### config.mk
export PLATFORM = sky130hd
export DESIGN_NAME = ysyx_24080006_icache_assoc
export DESIGN_NICKNAME = d
export VERILOG_FILES = /design/src/rtl/ysyx_24080006_icache_assoc_pkg.sv /design/src/rtl/ysyx_24080006_icache_array.sv /design/src/rtl/ysyx_24080006_icache_assoc.sv
export SDC_FILE = /design/constraint.sdc
export NUM_CORES = 2
export LEC_CHECK = 0
export BUFFER_PORTS_ARGS = -buffer_cell sky130_fd_sc_hd__buf_2
export CAP_MARGIN = 15
export CORE_MARGIN = 2
export CORE_UTILIZATION = 40
export DETAILED_ROUTE_END_ITERATION = 7
export PLACE_DENSITY_LB_ADDON = 0.1
export SLEW_MARGIN = 20
export SYNTH_ARGS = -nofsm -noshare
export SYNTH_HDL_FRONTEND = slang
export SYNTH_SLANG_ARGS = --single-unit
### constraint.sdc
create_clock -name clock -period 18.8 [get_ports clock]
set_input_delay 2.82 -clock clock [delete_from_list [all_inputs] [get_ports clock]]
set_output_delay 2.82 -clock clock [all_outputs]
set_load 0.05 [all_outputs]
### src/rtl/ysyx_24080006_icache_assoc_pkg.sv
// Shared geometry defaults, FSM encoding and AXI constants for the set-associative I-cache.
package ysyx_24080006_icache_assoc_pkg;

  localparam int unsigned IC_M    = 4;
  localparam int unsigned IC_N    = 2;
  localparam int unsigned IC_WAYS = 2;

  localparam logic [2:0] AXI_SIZE_4B    = 3'b010;
  localparam logic [1:0] AXI_BURST_INCR = 2'b01;

  typedef enum logic [2:0] {
    StIdle,
    StLookup,
    StAr,
    StR,
    StResp
  } icache_state_e;

  // One way's entry at the default geometry.
  typedef struct packed {
    logic                  valid;
    logic [31-IC_M-IC_N:0] tag;
    logic [(8<<IC_M)-1:0]  line;
  } icache_t;

endpackage

### src/rtl/ysyx_24080006_icache_array.sv
// Valid/tag/line storage for every way plus per-set round-robin victim pointers.
// Parallel lookup yields a one-hot hit vector; refills pick their own victim way.
module ysyx_24080006_icache_array #(
  parameter int unsigned IC_M    = 4,
  parameter int unsigned IC_N    = 2,
  parameter int unsigned IC_WAYS = 2
) (
  input  logic                  clock,
  input  logic                  reset,
  input  logic [IC_N-1:0]       rd_idx_i,
  input  logic [31-IC_M-IC_N:0] rd_tag_i,
  output logic [IC_WAYS-1:0]    hit_o,
  output logic [(8<<IC_M)-1:0]  hit_line_o,
  input  logic                  we_i,
  input  logic [IC_N-1:0]       wr_idx_i,
  input  logic [31-IC_M-IC_N:0] wr_tag_i,
  input  logic [(8<<IC_M)-1:0]  wr_line_i,
  input  logic                  inv_i
);
  localparam int unsigned Sets  = 1 << IC_N;
  localparam int unsigned TagW  = 32 - IC_M - IC_N;
  localparam int unsigned LineW = 8 << IC_M;
  localparam int unsigned PtrW  = (IC_WAYS > 1) ? $clog2(IC_WAYS) : 1;

  logic [IC_WAYS-1:0] valid_q [Sets];
  logic [PtrW-1:0]    ptr_q   [Sets];
  logic [TagW-1:0]    tag_q   [Sets][IC_WAYS];
  logic [LineW-1:0]   line_q  [Sets][IC_WAYS];

  logic [PtrW-1:0] victim;
  logic            has_free;

  always_comb begin
    hit_o      = '0;
    hit_line_o = '0;
    for (int w = 0; w < IC_WAYS; w++) begin
      hit_o[w] = valid_q[rd_idx_i][w] && (tag_q[rd_idx_i][w] == rd_tag_i);
      if (hit_o[w]) hit_line_o = hit_line_o | line_q[rd_idx_i][w];
    end
  end

  // Scan downwards so the lowest-numbered invalid way wins over the pointer.
  always_comb begin
    victim   = ptr_q[wr_idx_i];
    has_free = 1'b0;
    for (int w = IC_WAYS - 1; w >= 0; w--) begin
      if (!valid_q[wr_idx_i][w]) begin
        victim   = PtrW'(w);
        has_free = 1'b1;
      end
    end
  end

  always_ff @(posedge clock or posedge reset) begin
    if (reset) begin
      for (int s = 0; s < Sets; s++) begin
        valid_q[s] <= '0;
        ptr_q[s]   <= '0;
      end
    end else if (inv_i) begin
      for (int s = 0; s < Sets; s++) begin
        valid_q[s] <= '0;
        ptr_q[s]   <= '0;
      end
    end else if (we_i) begin
      valid_q[wr_idx_i][victim] <= 1'b1;
      if (!has_free) begin
        ptr_q[wr_idx_i] <= (ptr_q[wr_idx_i] == PtrW'(IC_WAYS - 1)) ? '0
                                                                  : ptr_q[wr_idx_i] + PtrW'(1);
      end
    end
  end

  always_ff @(posedge clock) begin
    if (we_i) begin
      tag_q[wr_idx_i][victim]  <= wr_tag_i;
      line_q[wr_idx_i][victim] <= wr_line_i;
    end
  end

endmodule

### src/rtl/ysyx_24080006_icache_assoc.sv
// N-way set-associative instruction cache with AXI4 INCR line refill and FENCE.I flush.
// Define ICACHE_PERF_EN to add the perf_hit / perf_miss counters.
module ysyx_24080006_icache_assoc #(
  parameter int unsigned IC_M    = ysyx_24080006_icache_assoc_pkg::IC_M,
  parameter int unsigned IC_N    = ysyx_24080006_icache_assoc_pkg::IC_N,
  parameter int unsigned IC_WAYS = ysyx_24080006_icache_assoc_pkg::IC_WAYS
) (
`ifdef ICACHE_PERF_EN
  output logic [31:0] perf_hit,
  output logic [31:0] perf_miss,
`endif
  input  logic        clock,
  input  logic        reset,
  input  logic        ifu_req_valid,
  output logic        ifu_req_ready,
  input  logic [31:0] ifu_req_addr,
  output logic        ifu_rsp_valid,
  input  logic        ifu_rsp_ready,
  output logic [31:0] ifu_rsp_data,
  output logic        ifu_rsp_err,
  input  logic        fence_i,
  output logic        arvalid,
  input  logic        arready,
  output logic [31:0] araddr,
  output logic [7:0]  arlen,
  output logic [2:0]  arsize,
  output logic [1:0]  arburst,
  input  logic        rvalid,
  output logic        rready,
  input  logic [31:0] rdata,
  input  logic [1:0]  rresp,
  input  logic        rlast
);
  import ysyx_24080006_icache_assoc_pkg::*;

  localparam int unsigned Beats = 1 << (IC_M - 2);
  localparam int unsigned BeatW = IC_M - 2;
  localparam int unsigned LineW = 8 << IC_M;

  icache_state_e     state_q;
  logic [31:2]       addr_q;
  logic [31:0]       araddr_q;
  logic [BeatW-1:0]  cnt_q;
  logic              err_q;
  logic              pend_q;
  logic [31:0]       buf_q [Beats];

  logic [IC_WAYS-1:0] hit_vec;
  logic [LineW-1:0]   hit_line;
  logic [LineW-1:0]   fill_line;
  logic               hit, inv, beat_err, we, lookup_rsp;
  logic [BeatW-1:0]   word;
  logic               unused_addr;

  assign unused_addr = ^ifu_req_addr[1:0];
  assign word        = addr_q[IC_M-1:2];
  assign hit         = |hit_vec;
  // A pending flush is applied in the first IDLE cycle and blocks acceptance there.
  assign inv         = (state_q == StIdle) && (fence_i || pend_q);
  assign beat_err    = (rresp != 2'b00);
  assign we          = (state_q == StR) && rvalid && rlast && !err_q && !beat_err;
  assign lookup_rsp  = (state_q == StLookup) && hit;

  // The last beat is still on rdata when the line is installed.
  always_comb begin
    fill_line = '0;
    for (int b = 0; b < Beats; b++) begin
      fill_line[b*32 +: 32] = (BeatW'(b) == cnt_q) ? rdata : buf_q[b];
    end
  end

  ysyx_24080006_icache_array #(
    .IC_M   (IC_M),
    .IC_N   (IC_N),
    .IC_WAYS(IC_WAYS)
  ) u_array (
    .clock     (clock),
    .reset     (reset),
    .rd_idx_i  (addr_q[IC_M+IC_N-1:IC_M]),
    .rd_tag_i  (addr_q[31:IC_M+IC_N]),
    .hit_o     (hit_vec),
    .hit_line_o(hit_line),
    .we_i      (we),
    .wr_idx_i  (addr_q[IC_M+IC_N-1:IC_M]),
    .wr_tag_i  (addr_q[31:IC_M+IC_N]),
    .wr_line_i (fill_line),
    .inv_i     (inv)
  );

  assign ifu_req_ready = (state_q == StIdle) && !inv;
  assign ifu_rsp_valid = lookup_rsp || (state_q == StResp);
  assign ifu_rsp_err   = (state_q == StResp) && err_q;
  assign ifu_rsp_data  = lookup_rsp           ? hit_line[word*32 +: 32] :
                         (state_q == StResp)  ? buf_q[word]             : '0;
  assign arvalid       = (state_q == StAr);
  assign araddr        = araddr_q;
  assign arlen         = 8'(Beats - 1);
  assign arsize        = AXI_SIZE_4B;
  assign arburst       = AXI_BURST_INCR;
  assign rready        = (state_q == StR);

  always_ff @(posedge clock or posedge reset) begin
    if (reset) begin
      state_q  <= StIdle;
      addr_q   <= '0;
      araddr_q <= '0;
      cnt_q    <= '0;
      err_q    <= 1'b0;
      pend_q   <= 1'b0;
    end else begin
      if ((state_q != StIdle) && fence_i) pend_q <= 1'b1;
      unique case (state_q)
        StIdle: begin
          if (inv) begin
            pend_q <= 1'b0;
          end else if (ifu_req_valid) begin
            addr_q  <= ifu_req_addr[31:2];
            state_q <= StLookup;
          end
        end
        StLookup: begin
          if (hit) begin
            if (ifu_rsp_ready) state_q <= StIdle;
          end else begin
            araddr_q <= {addr_q[31:IC_M], {IC_M{1'b0}}};
            cnt_q    <= '0;
            err_q    <= 1'b0;
            state_q  <= StAr;
          end
        end
        StAr: begin
          if (arready) state_q <= StR;
        end
        StR: begin
          if (rvalid) begin
            cnt_q <= cnt_q + BeatW'(1);
            if (beat_err) err_q <= 1'b1;
            if (rlast) state_q <= StResp;
          end
        end
        StResp: begin
          if (ifu_rsp_ready) begin
            err_q   <= 1'b0;
            state_q <= StIdle;
          end
        end
        default: state_q <= StIdle;
      endcase
    end
  end

  always_ff @(posedge clock) begin
    if ((state_q == StR) && rvalid) buf_q[cnt_q] <= rdata;
  end

`ifdef ICACHE_PERF_EN
  logic [31:0] perf_hit_q, perf_miss_q;

  always_ff @(posedge clock or posedge reset) begin
    if (reset) begin
      perf_hit_q  <= '0;
      perf_miss_q <= '0;
    end else begin
      if (lookup_rsp && ifu_rsp_ready) perf_hit_q <= perf_hit_q + 32'd1;
      if ((state_q == StLookup) && !hit) perf_miss_q <= perf_miss_q + 32'd1;
    end
  end

  assign perf_hit  = perf_hit_q;
  assign perf_miss = perf_miss_q;
`endif

endmodule

==> metrics.txt <==
status finished, violations left; violations in the final reports design-rule violations; most used standard cell by instance count after synthesis edfxtp_1; worst hold slack 0.476 ns; later-pin clock latency in the skew report 0.77 ns; number of antenna violations at the first check in global routing 20; total of buffers placed on input and output ports 136; number of fill cells 12300; DR iter-0 viols 2419; Critical Path Sink Type primary output; portion of synthesized cell area occupied by the leading cell type 0.705; Post-CTS Setup Bufs 0; GR Overflow Total 0; fin crit period 10.84 ns; via count of the first global-routing pass 30500; min-delay worst type reg2reg; synthesized area per cell 19.8 sq um; setup TNS 0 ns; PwrDens 134 nW/um^2; leakage 20.9 nW; count of unique library cells instantiated by Yosys 66; beginning of the worst register-to-register path addr_q[4]; proportion of register bits with asynchronous set or reset after synthesis 0.0536; post-place setup slack 8.68 ns; worst r2r dst u_array.line_q[3][149]; net total in the final layout 3197; effective utilization at floorplan 0.403; hold-fix buffers at CTS 0; Post-Synthesis Cell Area 57900 sq um; count of cells along the worst hold path 1; detailed-routing iteration count for the pre-antenna-repair pass 7; startpoint of the worst hold path araddr[19]; share of synthesized area occupied by flip-flops and latches 0.738; worst min-delay path endpoint araddr[19]; total clock sinks 1437; measured slew at the worst slew-check pin 1.16 ns; setup ws final 7.96 ns; via density per instance 5.61; num rows 139; CTS tree yes; crit path DAT 8.02 ns; total power 8.79 mW; detailed-route DRC error count 30; top fanout value on the critical path 42; area of the core 144000 sq um; IR drop worst, VDD 0.0000748 V; Max Slew Vio Count 0; highest attainable clock frequency 92.3 MHz; total of max-cap violations 0; maximum count of clock buffers along a single path 3; Slew Limit Headroom 0.223; count of placed standard cells including taps 4864; warnings from Yosys 0; count of boundary I/O pins 156; Commonest cells post-synth edfxtp_1 (1360), mux4_2 (298), mux2_2 (260); nature of the critical path startpoint flop; RSZ-0062 raised after global routing no; total cell area at the placement stage 60800 sq um; total wire length after detailed routing 148 mm; chip height 385 um; post-detailed-route wirelength per cell 28.8 um; wire length of the first global-routing pass 214 mm; R2R setup slack 11.88 ns; number of H-tree levels 4; Crit Path Category reg2out; period utilisation layout 0.577; CTS root buf clkbuf_16; Die ar. 148000 sq um; Final ANT Viol Nets 0; total setup violations reported at the end of the flow 0; pin count of the biggest net entering global routing 129; cts bufs inserted 156; number of synthesized flops with an enable pin 1360; global placer's final weighted congestion 0.753; worst r2r path cells 9; width of the die 385 um; post-synthesis cell count 2921; final design utilization 0.458; Final Hold Fails 0; number of cells upsized or downsized after cts 0; Post-Layout Inst Area 65700 sq um; area added between synthesis and finish 13.5%; DPL Wire Length 77.8 mm; Area contributors post-synth edfxtp_1 (71%), mux4_2 (12%), mux2_2 (5.1%); aggregate global-route resource usage 0.202; critical path data required time 15.98 ns; final instance count without filler cells 5152; vias after detailed routing 28900; leading area contributor after synthesis edfxtp_1; fraction of layout cells with a size suffix above 1 0.315; dominant register cell in the synthesized netlist edfxtp_1; clk slew on worst S/H paths 0.05 ns; worst clock skew 0.0232 ns; flops & latches, synth 1437
-- how the worst max path moves through the flow --
stage | startpoint | end | slack, ns | cells after the start
2_1_floorplan | rvalid | u_array.line_q[0][0] | 4.04 | 4
3_3_place_gp | addr_q[4] | ifu_rsp_data[15] | 8.74 | 14
3_5_place_dp | addr_q[4] | ifu_rsp_data[15] | 8.68 | 14
4_1_cts | addr_q[4] | ifu_rsp_data[15] | 7.83 | 14
5_1_grt | addr_q[4] | ifu_rsp_data[15] | 7.50 | 14
6_report | addr_q[4] | ifu_rsp_data[15] | 7.96 | 14
-- state kept, by name, indices dropped and copies added, names as in the netlist --
| signal | cells |
|---|---|
| buf_q | 128 |
| araddr | 28 |
| u_array.line_q | 1024 |
| pend_q | 1 |
| cnt_q | 2 |
| u_array.tag_q | 208 |
| u_array.valid_q | 8 |
| state_q | 3 |
| err_q | 1 |
| u_array.ptr_q | 4 |
| addr_q | 30 |
-- layer usage --
layer  share of wire  track usage
met1            0.42        0.271
met2            0.49        0.331
met3           0.072       0.0469
met4           0.025       0.0594
met5         0.00037            0
-- worst max-delay path, stage by stage (launching register included) --
cell and delay [ns]:
dfrtp_4 0.96, buf_4 0.85, buf_4 0.77, mux2_2 0.43, a21oi_1 0.17, a21oi_1 0.08
or4b_4 0.51, or4_4 0.56, nor3_4 0.12, buf_4 0.76, o21bai_4 0.05, buf_4 0.35
buf_4 0.35, a21oi_1 0.72, buf_2 0.41
-- area by class of cell --
type	count	area, sq um	share of cell area
flip-flops and latches	1437	42800	0.651
multi-input cells	1303	14400	0.219
clock buffers	205	4140	0.0630
well taps	1903	2380	0.0362
inverters	15	60.1	0.000914
clock inverters	77	716	0.0109
repair buffers	206	1240	0.0189
diodes	6	15.0	0.000228
-- cell usage in the layout (no fill, tap or decap), drive strengths merged, types with 3 or more instances in the layout --
cell,instances
edfxtp,1360
mux4,298
mux2,288
buf,206
clkbuf,205
nand2,181
a21oi,139
mux2i,102
dfrtp,77
o21ai,69
clkinv,55
o22ai,34
xnor2,29
nor2,29
inv,22
conb,17
xor2,12
nand2b,12
bufinv,9
nor3,9
nand4,8
and2,8
diode,6
o31ai,6
clkinvlp,6
nor4,5
o221ai,4
o32ai,4
o211ai,4
ha,4
or2,4
nor2b,3
nand3,3
-- cell families (layout without fill, tap and decap cells) --
kind of cell | count (synthesis) | in the layout | synth area share
adders and majority gates | 4 | 4 | 0.000864
xor gates and xnor gates | 41 | 41 | 0.00620
muxes | 688 | 688 | 0.189
buffers and inverters | 196 | 503 | 0.0162
other | 2 | 23 | 0.000130
and+or+nand+nor | 271 | 271 | 0.0207
DFF | 1437 | 1437 | 0.738
AOI/OAI and AO/OA | 282 | 282 | 0.0281
-- power breakdown --
part           switching [mW]  total (mW)  leakage (nW)  internal, mW
Clock                    1.23        2.91          2.35          1.68
Combinational            1.12        1.92          5.32         0.801
Sequential              0.150        3.95          13.3          3.80
No activity file was read; power rests on OpenSTA's default activity.
